**config.mk**
```make
export PLATFORM = sky130hd
export DESIGN_NAME = spi_fir_controller_flat
export DESIGN_NICKNAME = d
export VERILOG_FILES = /design/src/rtl/spi_fir_controller_if.sv /design/src/rtl/spi_fir_controller.sv /design/src/flat_wrapper.sv
export SDC_FILE = /design/constraint.sdc
export NUM_CORES = 1
export LEC_CHECK = 0
export ABC_AREA = 1
export CORE_UTILIZATION = 57
export CTS_CLUSTER_DIAMETER = 200
export DETAILED_ROUTE_END_ITERATION = 6
export GPL_TIMING_DRIVEN = 1
export PLACE_DENSITY = 0.84
export SLEW_MARGIN = 10
export SYNTH_ARGS = -nofsm -noshare
export SYNTH_HDL_FRONTEND = slang
export SYNTH_SLANG_ARGS = --single-unit
export TNS_END_PERCENT = 1
```
**constraint.sdc**
```tcl
create_clock -name clkIn -period 5.7 [get_ports clkIn]
set_clock_uncertainty 0.2 [all_clocks]
set_input_delay 0.855 -clock clkIn [delete_from_list [all_inputs] [get_ports clkIn]]
set_output_delay 0.855 -clock clkIn [all_outputs]
set_load 0.005 [all_outputs]
```
**src/rtl/spi_fir_controller_if.sv**
```systemverilog
// Bus bundle between spi_fir_controller (slave view) and the SPI slave,
// coefficient RAM, FIR filter and result path around it (master view).
interface spi_fir_controller_if #(
  parameter int unsigned COEF_ADDR_WIDTH = 6
);
  localparam int unsigned DATA_W = 16;

  logic [DATA_W-1:0]          spiDataIn;
  logic                       spiReceivedIn;
  logic                       spiBusyIn;
  logic [DATA_W-1:0]          spiDataOut;
  logic                       coefWeOut;
  logic [COEF_ADDR_WIDTH-1:0] coefAddrOut;
  logic [DATA_W-1:0]          coefDataOut;
  logic [DATA_W-1:0]          sampleOut;
  logic                       sampleValidOut;
  logic                       sampleReadyIn;
  logic [DATA_W-1:0]          resultIn;
  logic                       resultValidIn;

  modport slave (
    input  spiDataIn, spiReceivedIn, spiBusyIn, sampleReadyIn, resultIn, resultValidIn,
    output spiDataOut, coefWeOut, coefAddrOut, coefDataOut, sampleOut, sampleValidOut
  );

  modport master (
    output spiDataIn, spiReceivedIn, spiBusyIn, sampleReadyIn, resultIn, resultValidIn,
    input  spiDataOut, coefWeOut, coefAddrOut, coefDataOut, sampleOut, sampleValidOut
  );
endinterface

```
**src/rtl/spi_fir_controller.sv**
```systemverilog
// SPI command decoder for a FIR block: coefficient writes, sample feed, result FIFO readback.
// Optional ECHO opcode enabled by defining SPI_FIR_CTRL_ECHO_EN.
module spi_fir_controller #(
  parameter int unsigned FIFO_DEPTH      = 4,
  parameter int unsigned COEF_ADDR_WIDTH = 6
) (
  input  logic                 clkIn,
  input  logic                 nResetIn,
  spi_fir_controller_if.slave  bus
);
  localparam int unsigned DATA_W = 16;
  localparam int unsigned PTR_W  = (FIFO_DEPTH > 1) ? $clog2(FIFO_DEPTH) : 1;
  localparam int unsigned CNT_W  = PTR_W + 1;

  localparam logic [3:0] OP_WCOEF  = 4'h1;
  localparam logic [3:0] OP_WSAMP  = 4'h2;
  localparam logic [3:0] OP_RRES   = 4'h3;
  localparam logic [3:0] OP_STATUS = 4'h4;
  localparam logic [3:0] OP_ECHO   = 4'h7;

`ifdef SPI_FIR_CTRL_ECHO_EN
  typedef enum logic [2:0] {
    IDLE, CMD, WCOEF, WSAMP, RRES, ECHO, IGNORE
  } state_t;
`else
  typedef enum logic [2:0] {
    IDLE, CMD, WCOEF, WSAMP, RRES, IGNORE
  } state_t;
`endif

  state_t state_q, state_d;

  logic                       busy_q;
  logic [DATA_W-1:0]          data_out_q, data_out_d;
  logic                       coef_we_q, coef_we_d;
  logic [COEF_ADDR_WIDTH-1:0] coef_addr_out_q, coef_addr_out_d;
  logic [DATA_W-1:0]          coef_data_q, coef_data_d;
  logic [COEF_ADDR_WIDTH-1:0] coef_addr_q, coef_addr_d;
  logic [DATA_W-1:0]          sample_q, sample_d;
  logic                       sample_valid_q, sample_valid_d;
  logic                       ovr_q, ovr_d, unf_q, unf_d, rovf_q, rovf_d;

  logic [DATA_W-1:0]          mem [FIFO_DEPTH];
  logic [PTR_W-1:0]           rd_ptr_q, wr_ptr_q;
  logic [CNT_W-1:0]           count_q;

  logic                       busy_rise, busy_fall;
  logic                       fifo_full, fifo_empty;
  logic                       pop_req, pop, push_ok;
  logic                       set_ovr, set_unf, set_rovf, clr_flags;
  logic [3:0]                 opcode;
  logic [DATA_W-1:0]          status_word;

  assign busy_rise   = bus.spiBusyIn & ~busy_q;
  assign busy_fall   = ~bus.spiBusyIn & busy_q;
  assign opcode      = bus.spiDataIn[15:12];
  assign fifo_full   = (count_q == CNT_W'(FIFO_DEPTH));
  assign fifo_empty  = (count_q == '0);
  assign status_word = {ovr_q, unf_q, rovf_q, 8'h00, 5'(count_q)};

  // A full FIFO still takes a push when the same cycle pops a word.
  assign push_ok  = bus.resultValidIn & (~fifo_full | pop);
  assign set_rovf = bus.resultValidIn & fifo_full & ~pop;

  // Next-state and register-input decode.
  always_comb begin
    state_d         = state_q;
    data_out_d      = data_out_q;
    coef_we_d       = 1'b0;
    coef_addr_out_d = coef_addr_out_q;
    coef_data_d     = coef_data_q;
    coef_addr_d     = coef_addr_q;
    sample_d        = sample_q;
    sample_valid_d  = sample_valid_q;
    pop_req         = 1'b0;
    pop             = 1'b0;
    set_ovr         = 1'b0;
    set_unf         = 1'b0;
    clr_flags       = 1'b0;

    if (sample_valid_q && bus.sampleReadyIn) begin
      sample_valid_d = 1'b0;
    end

    if (busy_fall) begin
      state_d        = IDLE;
      sample_valid_d = 1'b0;
    end else begin
      case (state_q)
        IDLE: begin
          data_out_d = status_word;
          if (busy_rise) state_d = CMD;
        end
        CMD: begin
          if (bus.spiReceivedIn) begin
            case (opcode)
              OP_WCOEF: begin
                coef_addr_d = bus.spiDataIn[COEF_ADDR_WIDTH-1:0];
                state_d     = WCOEF;
              end
              OP_WSAMP: state_d = WSAMP;
              OP_RRES: begin
                pop_req = 1'b1;
                state_d = RRES;
              end
              OP_STATUS: begin
                clr_flags = 1'b1;
                state_d   = IGNORE;
              end
`ifdef SPI_FIR_CTRL_ECHO_EN
              OP_ECHO:  state_d = ECHO;
`else
              OP_ECHO:  state_d = IGNORE;
`endif
              default:  state_d = IGNORE;
            endcase
          end
        end
        WCOEF: begin
          if (bus.spiReceivedIn) begin
            coef_we_d       = 1'b1;
            coef_addr_out_d = coef_addr_q;
            coef_data_d     = bus.spiDataIn;
            coef_addr_d     = coef_addr_q + COEF_ADDR_WIDTH'(1);
          end
        end
        WSAMP: begin
          // A still-pending sample wins; the newcomer is dropped and flagged.
          if (bus.spiReceivedIn) begin
            if (sample_valid_q && !bus.sampleReadyIn) begin
              set_ovr = 1'b1;
            end else begin
              sample_d       = bus.spiDataIn;
              sample_valid_d = 1'b1;
            end
          end
        end
        RRES: begin
          if (bus.spiReceivedIn) pop_req = 1'b1;
        end
`ifdef SPI_FIR_CTRL_ECHO_EN
        ECHO: begin
          if (bus.spiReceivedIn) data_out_d = bus.spiDataIn;
        end
`endif
        IGNORE: ;
        default: state_d = IDLE;
      endcase
    end

    if (pop_req) begin
      if (!fifo_empty) begin
        pop        = 1'b1;
        data_out_d = mem[rd_ptr_q];
      end else begin
        data_out_d = '0;
        set_unf    = 1'b1;
      end
    end

    ovr_d  = (ovr_q  & ~clr_flags) | set_ovr;
    unf_d  = (unf_q  & ~clr_flags) | set_unf;
    rovf_d = (rovf_q & ~clr_flags) | set_rovf;
  end

  always_ff @(posedge clkIn or negedge nResetIn) begin
    if (!nResetIn) state_q <= IDLE;
    else           state_q <= state_d;
  end

  // Busy history resets high so a frame already in flight at release is not seen as a new one.
  always_ff @(posedge clkIn or negedge nResetIn) begin
    if (!nResetIn) begin
      busy_q          <= 1'b1;
      data_out_q      <= '0;
      coef_we_q       <= 1'b0;
      coef_addr_out_q <= '0;
      coef_data_q     <= '0;
      coef_addr_q     <= '0;
      sample_q        <= '0;
      sample_valid_q  <= 1'b0;
      ovr_q           <= 1'b0;
      unf_q           <= 1'b0;
      rovf_q          <= 1'b0;
      rd_ptr_q        <= '0;
      wr_ptr_q        <= '0;
      count_q         <= '0;
    end else begin
      busy_q          <= bus.spiBusyIn;
      data_out_q      <= data_out_d;
      coef_we_q       <= coef_we_d;
      coef_addr_out_q <= coef_addr_out_d;
      coef_data_q     <= coef_data_d;
      coef_addr_q     <= coef_addr_d;
      sample_q        <= sample_d;
      sample_valid_q  <= sample_valid_d;
      ovr_q           <= ovr_d;
      unf_q           <= unf_d;
      rovf_q          <= rovf_d;
      if (pop)     rd_ptr_q <= rd_ptr_q + PTR_W'(1);
      if (push_ok) wr_ptr_q <= wr_ptr_q + PTR_W'(1);
      case ({push_ok, pop})
        2'b10:   count_q <= count_q + CNT_W'(1);
        2'b01:   count_q <= count_q - CNT_W'(1);
        default: count_q <= count_q;
      endcase
    end
  end

  always_ff @(posedge clkIn) begin
    if (push_ok) mem[wr_ptr_q] <= bus.resultIn;
  end

  assign bus.spiDataOut     = data_out_q;
  assign bus.coefWeOut      = coef_we_q;
  assign bus.coefAddrOut    = coef_addr_out_q;
  assign bus.coefDataOut    = coef_data_q;
  assign bus.sampleOut      = sample_q;
  assign bus.sampleValidOut = sample_valid_q;
endmodule

```
**src/flat_wrapper.sv**
```systemverilog
// flat-port wrapper written by rule: the top's interface ports become plain ports
module spi_fir_controller_flat 
#(
  parameter int unsigned FIFO_DEPTH      = 4,
  parameter int unsigned COEF_ADDR_WIDTH = 6
)
  (clkIn, nResetIn, bus_spiDataIn, bus_spiReceivedIn, bus_spiBusyIn, bus_sampleReadyIn, bus_resultIn, bus_resultValidIn, bus_spiDataOut, bus_coefWeOut, bus_coefAddrOut, bus_coefDataOut, bus_sampleOut, bus_sampleValidOut);
  spi_fir_controller_if #(.COEF_ADDR_WIDTH(COEF_ADDR_WIDTH)) bus_i ();
  input  logic clkIn;
  input  logic nResetIn;
  input wire logic [$bits(bus_i.spiDataIn)-1:0] bus_spiDataIn;
  input wire logic [$bits(bus_i.spiReceivedIn)-1:0] bus_spiReceivedIn;
  input wire logic [$bits(bus_i.spiBusyIn)-1:0] bus_spiBusyIn;
  input wire logic [$bits(bus_i.sampleReadyIn)-1:0] bus_sampleReadyIn;
  input wire logic [$bits(bus_i.resultIn)-1:0] bus_resultIn;
  input wire logic [$bits(bus_i.resultValidIn)-1:0] bus_resultValidIn;
  output wire logic [$bits(bus_i.spiDataOut)-1:0] bus_spiDataOut;
  output wire logic [$bits(bus_i.coefWeOut)-1:0] bus_coefWeOut;
  output wire logic [$bits(bus_i.coefAddrOut)-1:0] bus_coefAddrOut;
  output wire logic [$bits(bus_i.coefDataOut)-1:0] bus_coefDataOut;
  output wire logic [$bits(bus_i.sampleOut)-1:0] bus_sampleOut;
  output wire logic [$bits(bus_i.sampleValidOut)-1:0] bus_sampleValidOut;
  assign bus_i.spiDataIn = bus_spiDataIn;
  assign bus_i.spiReceivedIn = bus_spiReceivedIn;
  assign bus_i.spiBusyIn = bus_spiBusyIn;
  assign bus_i.sampleReadyIn = bus_sampleReadyIn;
  assign bus_i.resultIn = bus_resultIn;
  assign bus_i.resultValidIn = bus_resultValidIn;
  assign bus_spiDataOut = bus_i.spiDataOut;
  assign bus_coefWeOut = bus_i.coefWeOut;
  assign bus_coefAddrOut = bus_i.coefAddrOut;
  assign bus_coefDataOut = bus_i.coefDataOut;
  assign bus_sampleOut = bus_i.sampleOut;
  assign bus_sampleValidOut = bus_i.sampleValidOut;
  spi_fir_controller #(.FIFO_DEPTH(FIFO_DEPTH), .COEF_ADDR_WIDTH(COEF_ADDR_WIDTH)) u_core (.clkIn(clkIn), .nResetIn(nResetIn), .bus(bus_i));
endmodule
```
==> results.md <==
* R2R cell count at 7
* Internal at ~2600 uW
* Synth Cell Area at about 5800 um^2
* TritonCTS clock tree: done
* Post-synthesis xor/xnor area fraction at less than 1%
* Top-area cell type share of the netlist area at around 33%
* P per Cell Area at around 530 nW/um^2
* Switching part of the total at roughly a third
* Layout Cells excl Fill at 781
* Synth Area in Compound Gates at between 10% and 20%
* Gate power share at a little under a third
* Via count at around 4.4k
* Unrepaired setup endpoints after global routing: no
* Final wirelength at roughly 14 mm
* Critical Path AT at 3.05 ns
* EDFF count, synth at 64
* Core Box Area at 9819 um^2
* Routed vias/inst at 5.661
* Vias in the first global route at ~4.5k
* H-tree Lvls at 4
* Placed Cells at 749
* Worst Path Class, Setup: input pin to flop
* Layout cell share with drive strength beyond 1 at 10.34%
* Final ANT Viol Nets at 0
* First drt pass iteration count at 5
* Critical R2R Capture: u_core.bus.spiDataOut[1]
* Synth async-reset ratio at 54.29%
* Critical path peak fanout at 32
* Largest family of logic cells by synthesized area: simple AND/OR/NAND/NOR gates
* Final Setup Violations at 0
* I/O pins at 94
* Largest net degree at the start of global routing at 77
* Synth unique cells at 33
* Rows at 36
* Area growth, synth to finish at 27.83%
* Ys Warns at 0
* Max VDD drop at about 300 uV
* Initial core utilization at 59.16%
* Post-Syn Nets at between 500 and 600
* Post-Synth Adder-Cell Area at under 10%
* Max_cap viols at 0
* DRC violations left at 0
* Nets at slightly below 700
* Startpoint types: input pin
* Hold Crit Class: input pin to asynchronous set/reset pin
* Biggest area consumer among synthesized cells: edfxtp_1
* Number of DRC markers in iteration 0 at approximately 360
* TNS Setup at 0 ns
* GRT Util Overall at between 20 and 30%
* Clk sinks at between 100 and 150
* Commonest non-fill, non-tap cell in the layout: nand2_1
* Fmax at about 0.35 GHz
* Hold-fix buffers at CTS at 0
* Final worst-path cycle share at between 50% and 60%
* Area contributors post-synth: edfxtp_1, dfrtp_1, nand2_1
* Ant. Diodes at 0
* Total CTS buffers at 17
* Syn_area_per_cell at around 11 um^2
* Register area share after synthesis at 65.84%
* Fill cells at approximately 640
* FF-to-FF Start: u_core.rd_ptr_q[0]
* Die outline width at 103.0 um
* Synth Register Bits at 140
* Clock Power Share at around 28%
* Status: complete, no violations
* Clock Latency Late Sink at roughly 0.52 ns
* Antenna violations before repair at 0
* Die area at around 11000 um^2
* Root buffer cell: clkbuf_8
* Most frequent cells in the layout: nand2_1, clkdlybuf4s50_1, dfrtp_1, edfxtp_1, o21ai_1
* Minimum period implied by the final worst setup slack at just under 3 ns
* Fin. max-slew vios at 0
* Final Hold Vio Count at 0
* Chip height at around 100 um
* Remaining global-route overflow at 0
* Top FF cell, synth: dfrtp_1
* Mapped Cells at ~540
* Worst slew pin tran at about 1.2 ns
* Worst relative slew slack at a little over a fifth
* Port Buf Inserts at 93
* DP HPWL at roughly 8.4 mm
* Leak at ~0.0031 uW
* Post-CTS sizing at 0
* Post-synthesis mux area share at 0%
* Clock-pin slew on the worst setup and hold paths at ~0.07 ns
* Switch Pwr at ~1300 uW
* Simple-gate area share of the yosys netlist at approximately 14%
* Reg2reg setup slack at between 3 and 4 ns
* Crit path required time at slightly below 6 ns
* CTS max path bufs at 2
* Setup repair bufs after CTS at 0
* Crit. End Element: flop
* Gpl congestion at 0.8660
* Sequential share of power at around two fifths
* First-pass GRT wire length at 22.31 mm
* Wire per inst at approximately 18 um
## Yosys cell counts, types with 3 or more instances
cell type and number:
nor2_1 29, o21ai_1 60, xor2_1 6, nand4_1 3, nand3_1 13, clkbuf_1 4
inv_2 11, a32o_1 9, a21oi_1 12, inv_1 46, nand3_2 4, dfrtp_1 75
buf_2 12, edfxtp_1 64, nand2_4 3, nand2_2 3, ha_1 6, o22ai_1 9
o21ai_0 27, nand2_1 126
## cell type report
| class | count | area, um^2 | share of cell area [%] |
|---|---|---|---|
| repair buffers | 97 | 958.4 | 12.91 |
| multi-input cells | 321 | 1667 | 22.44 |
| clock inverters | 11 | 125.1 | 1.685 |
| inverters | 58 | 220.2 | 2.965 |
| clock buffers | 21 | 464.2 | 6.251 |
| flip-flops and latches | 140 | 3825 | 51.51 |
| well taps | 133 | 166.4 | 2.241 |
## sequential cells by signal (all words and copies together) (netlist names), 3 cells and up
signal / cells
u_core.state_q: 3
u_core.bus.sampleOut: 16
u_core.bus.coefDataOut: 16
u_core.bus.spiDataOut: 16
u_core.count_q: 3
u_core.coef_addr_q: 6
u_core.bus.coefAddrOut: 6
u_core.mem: 64
## power groups by stage
stage          Clock (uW)  Combinational [uW]  Sequential (uW)
2_1_floorplan           0                 673             1550
3_3_place_gp            0                1160             1590
3_5_place_dp            0                1210             1610
4_1_cts              1100                1260             1600
5_1_grt              1150                1390             1630
6_report             1100                1260             1600
## cell families (layout without fill, tap and decap cells)
kind of cell	after synthesis	in the layout
buffers and inverters	76	187
and+or+nand+nor	188	188
adders and majority gates	7	7
xor gates and xnor gates	6	6
DFF	140	140
AOI/OAI and AO/OA	120	120
## critical path, stage by stage
cell and delay [ns]:
clkdlybuf4s50_1 0.48, inv_1 0.07, nand2_2 0.11, nand2_2 0.13, inv_2 0.16, nand3_1 0.82
nand2_1 0.31, o21ai_1 0.11
## routing by layer
| metal | GRT usage (%) | up-vias | wire length [um] |
|---|---|---|---|
| met5 | 0 | - | 0 |
| met4 | 11.16 | 0 | 391 |
| met3 | 6.237 | 43 | 901 |
| met2 | 49.69 | 222 | 7298 |
| met1 | 35.05 | 2148 | 5445 |
| li1 | - | 2008 | - |
## worst max-delay path by stage
stage | startpoint | to | slack, ns
5_1_grt | bus_spiBusyIn | u_core.bus.sampleOut[15] | 2.58
4_1_cts | bus_spiBusyIn | u_core.bus.sampleOut[15] | 2.83
2_1_floorplan | bus_spiBusyIn | u_core.mem[0][0] | 2.91
6_report | bus_spiBusyIn | u_core.bus.sampleOut[15] | 2.80
3_5_place_dp | bus_spiBusyIn | u_core.bus.sampleOut[8] | 2.40
3_3_place_gp | bus_spiBusyIn | u_core.bus.sampleOut[10] | 2.51
## stage by stage
| step | setup slack [ns] | area, um^2 | utilization [%] | hold WS, ns | power (uW) |
|---|---|---|---|---|---|
| after floorplan | 2.913 | 5809 | - | 0.2654 | 2227 |
| after detailed placement | 2.402 | 6837 | 69.62 | 0.2744 | 2817 |
| after global routing | 2.582 | 7426 | 75.62 | 0.3147 | 4169 |
| after CTS | 2.828 | 7426 | 75.62 | 0.2912 | 3957 |
| after global placement | 2.510 | 6837 | 69.62 | 0.2642 | 2751 |
| final | 2.802 | 7426 | 75.62 | 0.2817 | 3955 |
Power figures use the tool's default switching activity.
==> patch, RTL diff (config.mk and constraints unchanged) <==
Build with the macro `SPI_FIR_CTRL_ECHO_EN` defined.
--- a/src/rtl/spi_fir_controller.sv
+++ b/src/rtl/spi_fir_controller.sv
@@ -2,2 +2,4 @@
 // Optional ECHO opcode enabled by defining SPI_FIR_CTRL_ECHO_EN.
+`define SPI_FIR_CTRL_ECHO_EN
+
 module spi_fir_controller #(
Function: changed (a bounded check fails within 10 cycles, from zero or initial values and one cycle with nResetIn low).
==> patch against the unedited design <==
Via count rose by 1.5%; largest cell class unchanged; maximum frequency down 5.5%; final cell count grew 3.6%; routed wire length fell by 2.7%; critical endpoint is now u_core.mem[2][6]; setup slack got worse by 0.17 ns; synthesized area up 1.7%; total power rose by 6.8%; sequential cell count did not move; cell area increased by 1.5%.
==> patch: results (changes against the unedited design) <==
Inserted Clock Buffers: 17 (unchanged)
Slew @ Worst Pin: 1.214 ns (+0.04723 ns)
# nets final: 707 (+4.0%)
CP max FO: 16 (-50%)
Clk buf depth: 2 (unchanged)
Port Buffers: 93 (unchanged)
Clock transition at path regs: 0.07 ns (about the same)
Ranking of synthesized cells by area: edfxtp_1 (33%), dfrtp_1 (32%), nand2_1 (6.6%)
Post-synth net total: 615 (+5.7%)
Critical Path Max Stage Delay: 0.72 ns (-0.10 ns)
Number of diodes: 0 (unchanged)
Worst path top cell family by delay: simple AND/OR/NAND/NOR gates
Root Buffer: clkbuf_8
Fill count: 640 (+0.79%)
Crit-path slowest cell: nor2_2
Top reg by flops: u_core.mem
CP arrival: 3.02 ns (-0.03 ns)
Final setup TNS: 0 ns (unchanged)
Layout cell share with drive strength beyond 1: 0.08580 (-0.01760)
Post_cts resized: 0 (unchanged)
Gpl congestion: 0.8274 (-4.5%)
Vias in the first global route: 4575 (+2.4%)
Clock Latency Late Sink: 0.53 ns
Iter 0 DRT Violations: 303 (-17%)
Post-synth ARST share: 0.5429 (unchanged)
Netlist cell types: 35 (+6.1%)
Commonest cells in the netlist: nand2_1 (104), o21ai_0 (77), dfrtp_1 (75)
Initial antenna violation count: 0 (unchanged)
R2R Path Start: u_core.rd_ptr_q[0]
Reg2reg end: u_core.bus.spiDataOut[6]
Synth Flop Type: dfrtp_1
DP Wirelength: 8.973 mm (+7.5%)
EDFF count, synth: 64 (unchanged)
Min-Delay Path Class: input port to asynchronous set/reset pin
Global Route Usage Sum: 0.2681 (-0.01792)
Peak VDD IR: 0.3312 mV (+9.3%)
Register area share after synthesis: 0.6477 (-0.01074)
Router iterations before antenna repair: 5 (unchanged)
Cells on worst reg2reg path: 7 (unchanged)
Largest net degree at the start of global routing: 77 (unchanged)
Reg-to-reg setup timing slack: 2.79 ns (-0.22 ns)
DR vias: 4486 (+1.5%)
First-pass GRT wire length: 22.37 mm (+0.25%)
CTS H-tree lvls: 4 (unchanged)
Leakage: 3.148 nW (+0.18%)
DR WL/cell: 16.87 um (-6.1%)
Status: completed
Max reg flops: 64 (unchanged)
## patch: changes by cell type in the layout (fill, tap and decap cells not counted), sizes merged, moves of 3 or more
cell	before	now
o21ai	87	114
a21oi	12	7
clkbuf	21	17
a32o	9	0
buf	5	2
o22ai	9	16
nand2	132	109
nor2	31	46
inv	65	74
nand3	19	31
## patch: report_power, final
group / internal [mW] / total, mW / switching, mW
clock: 0.728 / 1.19 / 0.465
sequential: 1.42 / 1.65 / 0.234
combinational: 0.641 / 1.38 / 0.737
## patch: worst max-delay path by stage
stage,startpoint,endpoint,slack (ns),cells past startpoint
after floorplan,bus_spiDataIn[15],u_core.mem[0][0],2.80,9
after global placement,bus_spiBusyIn,u_core.mem[2][8],1.91,9
after detailed placement,bus_spiBusyIn,u_core.mem[2][11],1.73,9
after CTS,bus_spiBusyIn,u_core.mem[2][6],2.29,9
after global routing,bus_spiBusyIn,u_core.mem[2][6],2.46,9
final,bus_spiBusyIn,u_core.mem[2][6],2.63,9
## patch: cells by family after synthesis
family          share of synthesized area
fa+ha+maj                         0.01398
flops                              0.6477
buf+inv                           0.06059
compound gates                     0.1214
simple gates                       0.1460
xor+xnor                          0.01038
## patch: layout make-up
| type | instances | share of cell area |
|---|---|---|
| tap | 133 | 0.02208 |
| multi-input combinational | 346 | 0.2296 |
| clock buffer | 17 | 0.05495 |
| inverter | 64 | 0.03254 |
| sequential | 140 | 0.5075 |
| clock inverter | 15 | 0.02922 |
| timing repair buffer | 94 | 0.1242 |
## patch: stage by stage
stage               instances  setup slack (ns)    util  hold slack, ns  area (um2)
floorplan                 571             2.803       -          0.2412        5906
global placement          777             1.910  0.6958          0.2558        6895
detailed placement        777             1.735  0.6958          0.2636        6895
CTS                       809             2.294  0.7598          0.2805        7530
global route              809             2.457  0.7606          0.3110        7537
finish                    809             2.632  0.7606          0.2543        7537
## patch: per-layer routing
metal  GRT usage  wire length (um)  up-vias
met5           0                 0        -
met2      0.4406              6795      191
li1            -                 -     2114
met4      0.1163               288        0
met3     0.06167               766       29
met1      0.3433              5800     2152
## patch: worst reg2reg max path: cells and delay by family (launching register included)
family,cells,cell delay [ns]
flops,1,0.94
compound gates,3,0.74
simple gates,2,0.16
buf+inv,2,0.77
